--- src/rtl/uart_tx_pkg.sv ---
// rtl/uart_tx_pkg.sv - shared state encoding and TX mux constants for the UART TX frame controller
//
// Contents:
//   tx_state_e  : 3-bit binary FSM encoding (IDLE=0 .. STOP=4)
//   SEL_*       : TX_OUT mux select codes
//   START_BIT / STOP_BIT : line levels for the framing bits
package uart_tx_pkg;

  typedef enum logic [2:0] {
    IDLE   = 3'd0,
    START  = 3'd1,
    DATA   = 3'd2,
    PARITY = 3'd3,
    STOP   = 3'd4
  } tx_state_e;

  localparam logic [1:0] SEL_START  = 2'd0;
  localparam logic [1:0] SEL_DATA   = 2'd1;
  localparam logic [1:0] SEL_PARITY = 2'd2;
  localparam logic [1:0] SEL_STOP   = 2'd3;

  localparam logic START_BIT = 1'b0;
  localparam logic STOP_BIT  = 1'b1;

endpackage

--- src/rtl/parity_calc.sv ---
// rtl/parity_calc.sv - combinational even/odd parity over one data word
//
// Ports:
//   data     in  DATA_WIDTH  word to cover
//   odd      in  1           0 = even parity, 1 = odd parity
//   par_bit  out 1           parity bit to transmit
module parity_calc #(
  parameter int DATA_WIDTH = 8
) (
  input  logic [DATA_WIDTH-1:0] data,
  input  logic                  odd,
  output logic                  par_bit
);

  // Even parity makes the total count of ones even; odd parity flips it.
  assign par_bit = (^data) ^ odd;

endmodule

--- src/rtl/uart_tx_ctrl.sv ---
// rtl/uart_tx_ctrl.sv - UART transmit frame controller sequencing the 8-bit serializer
//
// Ports:
//   clk         in   1           UART TX clock, one bit time per cycle
//   rst         in   1           asynchronous active-low reset
//   P_DATA      in   DATA_WIDTH  byte to send, sampled on accept
//   Data_Valid  in   1           upstream request
//   PAR_EN      in   1           parity enable, latched on accept
//   PAR_TYP     in   1           0 = even, 1 = odd, latched on accept
//   ser_data    in   1           serializer bit-0 output
//   ser_done    in   1           serializer last-bit flag
//   ser_load    out  1           serializer load strobe
//   ser_enable  out  1           serializer shift/count enable
//   TX_OUT      out  1           serial line, idle high
//   Busy        out  1           frame in progress
module uart_tx_ctrl
  import uart_tx_pkg::*;
#(
  parameter int DATA_WIDTH = 8
) (
  input  logic                  clk,
  input  logic                  rst,
  input  logic [DATA_WIDTH-1:0] P_DATA,
  input  logic                  Data_Valid,
  input  logic                  PAR_EN,
  input  logic                  PAR_TYP,
  input  logic                  ser_data,
  input  logic                  ser_done,
  output logic                  ser_load,
  output logic                  ser_enable,
  output logic                  TX_OUT,
  output logic                  Busy
);

  tx_state_e  state_q, state_d;
  logic       par_bit, par_en_q;
  logic       par_calc;
  logic       accept;
  logic [1:0] tx_sel;

  parity_calc #(.DATA_WIDTH(DATA_WIDTH)) u_parity (
    .data    (P_DATA),
    .odd     (PAR_TYP),
    .par_bit (par_calc)
  );

  // A new frame can only be taken while idle or during the stop bit, which
  // gives back-to-back frames without ever reloading the serializer mid-frame.
  assign accept   = Data_Valid && (state_q == IDLE || state_q == STOP);
  assign ser_load = accept;

  always_ff @(posedge clk or negedge rst) begin
    if (!rst) begin
      state_q  <= IDLE;
      par_bit  <= 1'b0;
      par_en_q <= 1'b0;
    end else begin
      state_q <= state_d;
      if (accept) begin
        par_bit  <= par_calc;
        par_en_q <= PAR_EN;
      end
    end
  end

  always_comb begin
    state_d    = state_q;
    ser_enable = 1'b0;
    Busy       = 1'b1;
    tx_sel     = SEL_STOP;
    case (state_q)
      IDLE: begin
        Busy = 1'b0;
        if (accept) state_d = START;
      end
      START: begin
        tx_sel  = SEL_START;
        state_d = DATA;
      end
      DATA: begin
        tx_sel     = SEL_DATA;
        ser_enable = 1'b1;
        // A serializer that never raises ser_done parks the FSM here until reset.
        if (ser_done) state_d = par_en_q ? PARITY : STOP;
      end
      PARITY: begin
        tx_sel  = SEL_PARITY;
        state_d = STOP;
      end
      STOP: begin
        state_d = accept ? START : IDLE;
      end
      default: begin
        Busy    = 1'b0;
        state_d = IDLE;
      end
    endcase
  end

  // Line driver depends only on flops (state, par_bit, serializer shift reg).
  always_comb begin
    TX_OUT = STOP_BIT;
    case (tx_sel)
      SEL_START:  TX_OUT = START_BIT;
      SEL_DATA:   TX_OUT = ser_data;
      SEL_PARITY: TX_OUT = par_bit;
      default:    TX_OUT = STOP_BIT;
    endcase
  end

endmodule

--- config.mk ---
export PLATFORM = sky130hd
export DESIGN_NAME = uart_tx_ctrl
export DESIGN_NICKNAME = d
export VERILOG_FILES = /design/src/rtl/uart_tx_pkg.sv /design/src/rtl/parity_calc.sv /design/src/rtl/uart_tx_ctrl.sv
export SDC_FILE = /design/constraint.sdc
export NUM_CORES = 1
export LEC_CHECK = 0
export BUFFER_PORTS_ARGS = -buffer_cell sky130_fd_sc_hd__buf_2
export CAP_MARGIN = 20
export CORE_AREA = 2 2 39 41
export CTS_CLUSTER_DIAMETER = 40
export DETAILED_ROUTE_END_ITERATION = 6
export DIE_AREA = 0 0 41 43
export HOLD_SLACK_MARGIN = 0.03
export SLEW_MARGIN = 20
export SYNTH_ARGS = -nofsm -noshare
export SYNTH_HDL_FRONTEND = slang
export SYNTH_SLANG_ARGS = --single-unit
--- constraint.sdc ---
create_clock -name clk -period 1.1 [get_ports clk]
set_clock_uncertainty 0.05 [all_clocks]
set_input_delay 0.22 -clock clk [delete_from_list [all_inputs] [get_ports clk]]
set_output_delay 0.22 -clock clk [all_outputs]
set_load 0.01 [all_outputs]
==> results of run 1 <==
==> cell usage after synthesis <==
master	number	area share, %
dfrtp_1	5	40
nand2_1	5	5.9
xnor2_1	5	14
a21oi_1	4	6.3
inv_1	3	3.6
nor2_1	3	3.6
nand2b_1	2	4.0
o21ai_0	2	3.2
xor2_1	2	5.5
nand3_1	1	1.6
nand4b_1	1	2.8
nor3_1	1	1.6
o21ai_1	1	1.6
xnor3_1	1	7.1
==> through the flow <==
stage / utilization (%) / instance area [um^2] / hold WS [ps]
after floorplan: - / 324 / -126
after global placement: 33.5 / 464 / -12.3
after detailed placement: 33.5 / 464 / -10.8
after CTS: 39.9 / 552 / 190
after global routing: 42.5 / 588 / 188
final: 42.5 / 588 / 178
==> worst min path at each step <==
stage,end,slack [ps],cells after the start
finish,par_en_q$_DFFE_PN0P_,180,3
global route,par_en_q$_DFFE_PN0P_,190,3
CTS,state_q[0]$_DFFE_PN0P_,190,3
detailed placement,state_q[1]$_DFFE_PN0P_,-10,1
global placement,state_q[2]$_DFFE_PN0P_,-10,1
floorplan,par_bit$_DFFE_PN0P_,-130,0
==> cells in the final DEF, fill, tap and decap left out, types with 3 or more instances in the layout <==
cell type and n:
nand2_1 4, clkbuf_4 3, buf_4 4, buf_6 5
a21oi_1 3, buf_2 17, dfrtp_1 3, xnor2_1 4
==> per-layer routing <==
| layer | part of all wire, % | track usage, % | vias up |
|---|---|---|---|
| li1 | - | - | 181 |
| met1 | 38 | 11.6 | 154 |
| met2 | 57 | 15.6 | 8 |
| met3 | 4.7 | 1.57 | 0 |
| met4 | 0 | 8.00 | 0 |
| met5 | 0 | 0 | - |
==> layout make-up <==
| class | count | area, um^2 | area share [%] |
|---|---|---|---|
| Tap cell | 16 | 20.0 | 3.40 |
| Inverter | 3 | 11.3 | 1.91 |
| Clock buffer | 4 | 26.3 | 4.47 |
| Sequential cell | 5 | 128 | 21.7 |
| Multi-Input combinational cell | 28 | 221 | 37.7 |
| Timing Repair Buffer | 27 | 181 | 30.9 |
==> cell families (layout without fill, tap and decap cells) <==
group	Yosys count	after routing	share of synthesized area, %
XOR/XNOR	8	8	26.5
buffers and inverters	3	34	3.56
AO/OA/AOI/OAI	7	7	11.1
flip-flops	5	5	39.5
AND/OR/NAND/NOR	13	13	19.4
==> flip-flops by register name, summed over array words and instances, names as in the netlist <==
signal	flops
par_en_q	1
par_bit	1
state_q	3
==> what timing repair did <==
item                                   4_1_cts  5_1_grt
endpoints found under the hold margin        5        0
gates resized for setup                      9        9
gates cloned                                 0        0
setup endpoints to repair                    5        7
pin swaps                                    5        2
setup buffers                                4        1
hold buffers                                 1        0
==> worst min-delay path: cells and delay by family <==
family,cells,cell delay [ps]
buffers and inverters,1,80
and+or+nand+nor,1,70
AOI/OAI and AO/OA,1,60
==> power by group <==
group | internal (uW) | leakage (uW) | switching [uW]
clock | 137 | 0.0000150 | 68.9
combinational | 492 | 0.000219 | 344
sequential | 270 | 0.0000611 | 96.0
==> reports/metrics.yaml, run 1 <==
status: "complete, but fails checks"
failed_checks: "negative setup slack"
crit_path_end: "TX_OUT"
yosysWarnings: 0
overflow: 0
cp_top_family: "flip-flops"
die_w_um: 41
setup_ws_ps: -279
drive_above_1_share_pct: 59.7
io-pin-count: 19
finalPower_uw: 1410
syn_avg_cell_area_um2: 8.79
die_y_um: 43
seq_area_frac_synth_pct: 39.5
core_area_um2: 1380
antenna_cells: 0
drtPass1Iterations: 1
cts.sinks: 5
nNetsFinal: 83
final_antenna_net_count: 0
cp_num_buf_inv: 1
r2r_cells: 6
critical_path_arrival_ps: 1110
post_drt_wl_per_cell_um: 9.39
worst_path_max_delay_cell: "dfrtp_2"
avgViaCountPerCell: 4.13
worstSetupPathType: "reg2out"
drv_cap: 0
n_fill_cell: 152
stdcell_count: 83
finalCritPeriodShare_pct: 125
worstReg2RegStart: "state_q[0]$_DFFE_PN0P_"
p_leak_uw: 0.000295
drc: 0
place_inst: 74
grt_max_degree: 7
min_path_type: "in2reg"
cp-startpoint: "state_q[0]$_DFFE_PN0P_"
syn-num-nets: 51
startpoint_type: "register"
critPathCaptureType: "output pin"
period_needed_ps: 1380
reg2reg_to: "state_q[1]$_DFFE_PN0P_"
hold_violations: 0
path_cells: "nand2b_4, o21ai_2, nand2b_1, buf_2"
rsz0062_at_grt: "true"
place_ws_ps: -185
grt_pass1_vias: 314
numPortBuffers: 18
grt_pass1_wl_um: 1170
grt.total_usage_pct: 10.1
crit_fanout: 4
cts-htree-levels: 1
hpwl_um: 545
crit_cells: 4
synthCells: 36
cts-root-buf: "clkbuf_4"
worstPathRequired_ps: 830
worstSkewPairLatency_ps: 240
rrSetupSlack_ps: -90
syn2layout_area_growth_pct: 85.8
max_freq_ghz: 0.725
initial_core_util_pct: 22.9
setup_tns_ps: -1090
drv_slew: 0
drt_wl_total_um: 779
worst_slew_pin_slew_ps: 175
ir_drop_mv: 0.830
finalSetupViolCount: 6
grt_antenna_before_repair: 0
clk_pin_slew_ps: 40
placementRows: 14
gp_congestion: 0.709
hp-start: "PAR_EN"
cts_tree: "done"
synth.ff_latch_count: 5
cts_buffers: 3
route.vias.total: 343
dieArea_um2: 1760
critical-path-max-stage-delay_ps: 430
powerDensity_nw_per_um2: 2390
first_iter_violations: 0
clockBufferDepth: 2
synthesis.area_um2: 317
yosysUniqueCellTypes: 14
max_slew_margin_pct: 88.3
(Power assumes the default switching activity.)
==> run 2: changes to the inputs <==
Settings changed: CELL_PAD_IN_SITES_DETAIL_PLACEMENT from default to 2, CELL_PAD_IN_SITES_GLOBAL_PLACEMENT from default to 2, CORE_AREA 2 2 39 41 to default, CORE_UTILIZATION from default to 20, DIE_AREA 0 0 41 43 to default, PLACE_DENSITY_LB_ADDON from default to 0.1.
==> reports/metrics.yaml, run 2 (synthesis gave the netlist of run 1 again) <==
placementRows: 13
grt_pass1_vias: 371
path_cells: "nand2b_4, o21ai_2, nand2b_1, buf_2"
failed_checks: "negative setup slack"
cts-htree-levels: 1
crit_fanout: 4
antenna_cells: 0
final_antenna_net_count: 0
layout_common_cells: "17 x buf_2, 5 x buf_4, 4 x xnor2_1, 4 x buf_6"
n_fill_cell: 168
reg2reg_to: "state_q[1]$_DFFE_PN0P_"
hpwl_um: 886
dieArea_um2: 1750
holdPathStages: 3
drc: 0
drtPass1Iterations: 2
cts-root-buf: "clkbuf_4"
overflow: 0
period_needed_ps: 1420
largest_reg_flops: 3
nNetsFinal: 83
cts.sinks: 5
max_freq_ghz: 0.704
worstPathRequired_ps: 830
ir_drop_mv: 0.699
post_drt_wl_per_cell_um: 13.8
critical_path_arrival_ps: 1150
drive_above_1_share_pct: 59.7
min_path_type: "in2reg"
syn2layout_area_growth_pct: 83.4
cp_top_family: "flip-flops"
io-pin-count: 19
worst_slew_pin_slew_ps: 209
cts_buffers: 3
stdcell_count: 82
top_regs: "state_q: 3 flops, par_bit: 1 flops, par_en_q: 1 flops"
clockBufferDepth: 2
utilization_pct: 42.0
drt_wl_total_um: 1130
rsz0062_at_grt: "true"
hold_violations: 0
grt_pass1_wl_um: 1730
gp_congestion: 0.680
worstSetupPathType: "reg2out"
die_y_um: 41.8
grt_max_degree: 7
worstSkewPairLatency_ps: 240
critPathCaptureType: "output pin"
avgViaCountPerCell: 4.43
critical-path-max-stage-delay_ps: 440
place_inst: 73
drv_cap: 0
drv_slew: 0
startpoint_type: "register"
finalCritPeriodShare_pct: 129
clk_pin_slew_ps: 50
cts_tree: "done"
status: "complete, but fails checks"
cp_num_buf_inv: 1
hp-start: "Data_Valid"
numPortBuffers: 18
holdPathEnd: "state_q[0]$_DFFE_PN0P_"
die_w_um: 41.8
finalPower_uw: 1410
route.vias.total: 363
powerDensity_nw_per_um2: 2420
first_iter_violations: 3
r2r_cells: 7
grt.total_usage_pct: 13.8
worst_path_max_delay_cell: "dfrtp_2"
largest_register: "state_q"
worstReg2RegStart: "state_q[0]$_DFFE_PN0P_"
core_area_um2: 1380
initial_core_util_pct: 22.9
max_slew_margin_pct: 86.1
rrSetupSlack_ps: -230
grt_antenna_before_repair: 0
layout_commonest_cell: "buf_2"
setup_ws_ps: -321
p_leak_uw: 0.000293
finalSetupViolCount: 5
==> run 2: timing repair <==
action,CTS,global route
setup endpoints to repair,7,6
resized for setup,13,5
setup buffers,2,3
pin swaps,2,3
endpoints found under the hold margin,5,0
hold buffers,1,0
==> run 2: worst register-to-register path: cells and delay by family, from the launching register on <==
| kind | cells | cell delay (ps) |
|---|---|---|
| DFF | 1 | 440 |
| buffers and inverters | 3 | 330 |
| AOI/OAI and AO/OA | 2 | 160 |
| and+or+nand+nor | 2 | 260 |
==> run 2: power breakdown <==
group,internal [uW],switching (uW),total (uW)
Combinational,455,364,819
Sequential,269,103,372
Clock,137,79.4,217
==> run 2: routing by layer <==
metal	vias up	track usage, %	routed length, um
met1	172	13.8	418
met2	12	24.1	656
met4	0	7.74	0
li1	179	-	-
met5	-	0	0
met3	0	5.22	54
==> run 2: how the worst max path moves through the flow <==
stage,depth (start not counted),to,slack [ps],start
2_1_floorplan,4,par_bit$_DFFE_PN0P_,-20,P_DATA[4]
3_3_place_gp,5,par_bit$_DFFE_PN0P_,-160,P_DATA[4]
3_5_place_dp,5,par_bit$_DFFE_PN0P_,-220,P_DATA[4]
4_1_cts,4,TX_OUT,-340,state_q[0]$_DFFE_PN0P_
5_1_grt,4,TX_OUT,-400,state_q[0]$_DFFE_PN0P_
6_report,4,TX_OUT,-320,state_q[0]$_DFFE_PN0P_
==> run 2: final cells by class <==
type / count / area [um^2] / area share, %
Tap cell: 15 / 18.8 / 3.23
Timing Repair Buffer: 27 / 178 / 30.6
Inverter: 3 / 11.3 / 1.94
Sequential cell: 5 / 128 / 22.0
Clock buffer: 4 / 26.3 / 4.53
Multi-Input combinational cell: 28 / 219 / 37.7
==> run 2: per-stage QoR <==
step / setup TNS (ps) / worst slack [ps] / area [um^2] / hold slack, ps
after floorplan: -18.1 / -18.1 / 324 / -126
after global placement: -421 / -158 / 463 / -6.65
after detailed placement: -668 / -223 / 463 / 3.38
after CTS: -1270 / -338 / 556 / 169
after global routing: -1730 / -399 / 581 / 188
final: -1360 / -321 / 581 / 190
==> run 3: changes to the inputs <==
Settings changed: SYNTH_HIERARCHICAL from default to 1.
Clock period 1.1 ns to 1.3 ns, I/O delays scaled along.
==> reports/metrics.yaml, run 3 <==
utilization_pct: 34.0
finalSetupViolCount: 4
hold_violations: 0
core_area_um2: 1560
largest_reg_flops: 3
numPortBuffers: 18
async_flop_share_pct: 100
overflow: 0
avgViaCountPerCell: 4.49
layout_commonest_cell: "buf_2"
route.vias.total: 332
yosysWarnings: 6
grt_pass1_wl_um: 1530
seq_area_frac_synth_pct: 36.0
layout_common_cells: "17 x buf_2, 5 x dfrtp_1, 4 x a21oi_1, 4 x xnor2_1"
worstReg2RegStart: "state_q[0]$_DFFE_PN0P_"
whs_ps: 206
die_y_um: 43.7
worstSkewPairLatency_ps: 240
path_cells: "or2b_1, nor2_1, o21bai_1, buf_2"
yosys.area.top_type: "dfrtp_1"
min_path_type: "in2reg"
p_leak_uw: 0.000267
final_antenna_net_count: 0
cts_buffers: 3
drive_above_1_share_pct: 53.4
finalCritPeriodShare_pct: 116
grt_pass1_vias: 373
grt_antenna_before_repair: 0
cp-startpoint: "state_q[0]$_DFFE_PN0P_"
initial_core_util_pct: 22.3
critical-path-max-stage-delay_ps: 400
synth_top_cells_by_count: "5 x dfrtp_1, 5 x xnor2_1, 4 x a21oi_1"
worstSetupPathType: "reg2out"
powerDensity_nw_per_um2: 1950
first_iter_violations: 2
drtPass1Iterations: 5
ir_drop_mv: 0.537
syn-num-nets: 47
ys_top_cells_by_area: "dfrtp_1 36%, xnor2_1 13%, mux2_4 8.6%"
worst_path_max_delay_cell: "dfrtp_1"
cts-htree-levels: 1
worstPathRequired_ps: 990
top_regs: "state_q: 3 flops, par_bit: 1 flops, par_en_q: 1 flops"
syn_avg_cell_area_um2: 10.9
drv_cap: 0
critPathCaptureType: "output pin"
largest_register: "state_q"
rsz0062_at_grt: "true"
final_area_um2: 531
startpoint_type: "register"
cts_tree: "done"
worst_slew_pin_slew_ps: 201
hp-start: "PAR_EN"
setup_ws_ps: -203
io-pin-count: 19
max_freq_ghz: 0.665
cts-root-buf: "clkbuf_4"
yosysUniqueCellTypes: 16
syn2layout_area_growth_pct: 52.5
crit_fanout: 3
critical_path_arrival_ps: 1190
status: "complete, but fails checks"
synth_top_area_share_pct: 36.0
synth.ff_latch_count: 5
placementRows: 14
synthCells: 32
finalPower_uw: 1040
dieArea_um2: 1910
synthesis.area_um2: 348
post_dp_cell_area_um2: 473
nNetsFinal: 74
post_drt_wl_per_cell_um: 12.9
drv_slew: 0
gp_congestion: 0.690
synth_ff_type: "dfrtp_1"
die_w_um: 43.7
drc: 2
setup_tns_ps: -500
grt_max_degree: 7
clk_pin_slew_ps: 50
period_needed_ps: 1500
grt.total_usage_pct: 11.2
synth_edf_count: 0
drt_wl_total_um: 952
cts.sinks: 5
failed_checks: "design-rule violations, negative setup slack"
max_slew_margin_pct: 86.6
antenna_cells: 0
clockBufferDepth: 2
-- run 3: changes by cell type after synthesis, sizes merged, moves of 2 or more --
cell and change:
inv -2, or2b +2, nand2 -5, o21ai -3, mux2 +2
-- run 3: area by class of cell --
cell class / instances / area (um^2)
inverters: 1 / 3.75
fillers: 187 / 1030
multi-input cells: 26 / 226
clock buffers: 4 / 26.3
repair buffers: 22 / 129
flip-flops and latches: 5 / 125
well taps: 16 / 20.0
-- run 3: where the power goes --
| group | switching, uW | leakage [uW] | internal, uW |
|---|---|---|---|
| Clock | 64.3 | 0.0000150 | 116 |
| Combinational | 239 | 0.000189 | 326 |
| Sequential | 65.2 | 0.0000624 | 226 |
-- run 3: critical path, delay by kind of cell, from the launching register on --
family,cells,cell delay (ps)
flops,1,400
simple gates,2,360
buf+inv,1,130
compound gates,1,70
-- run 3: logic make-up after synthesis --
logic type             Yosys count  synth area share [%]
multiplexers                     2                  8.63
XOR/XNOR                         8                  26.3
buffers and inverters            1                  1.08
AO/OA/AOI/OAI                    5                  7.91
AND/OR/NAND/NOR                 11                  20.1
flip-flops                       5                  36.0
-- run 3: worst paths after layout --
kind / slack [ps] / end / cells past startpoint
min in group asynchronous: 310 / state_q[0]$_DFFE_PN0P_ / 2
min: 210 / par_en_q$_DFFE_PN0P_ / 2
max reg2reg: 90 / par_bit$_DFFE_PN0P_ / 3
min reg2reg: 470 / par_bit$_DFFE_PN0P_ / 1
max in group asynchronous: 750 / par_bit$_DFFE_PN0P_ / 2
max: -200 / TX_OUT / 4
-- run 3: stage by stage --
step	cells	setup slack, ps
2_1_floorplan	32	-27.4
3_3_place_gp	67	-172
3_5_place_dp	67	-206
4_1_cts	74	-227
5_1_grt	74	-263
6_report	74	-203
-- run 3: what timing repair did --
action                                 4_1_cts  5_1_grt
buffers inserted                             2        0
setup endpoints to repair                    4        4
cloned                                       0        0
gates resized for setup                      1        1
pin swaps                                    0        2
hold buffers                                 1        0
endpoints found under the hold margin        5        0
-- run 3: metal layers --
| layer | global-route usage [%] | vias to the layer above | share of wire, % |
|---|---|---|---|
| li1 | - | 160 | - |
| met1 | 12.1 | 158 | 39 |
| met2 | 20.6 | 14 | 53 |
| met3 | 3.33 | 0 | 7.9 |
| met4 | 3.75 | 0 | 0 |
| met5 | 0 | - | 0 |
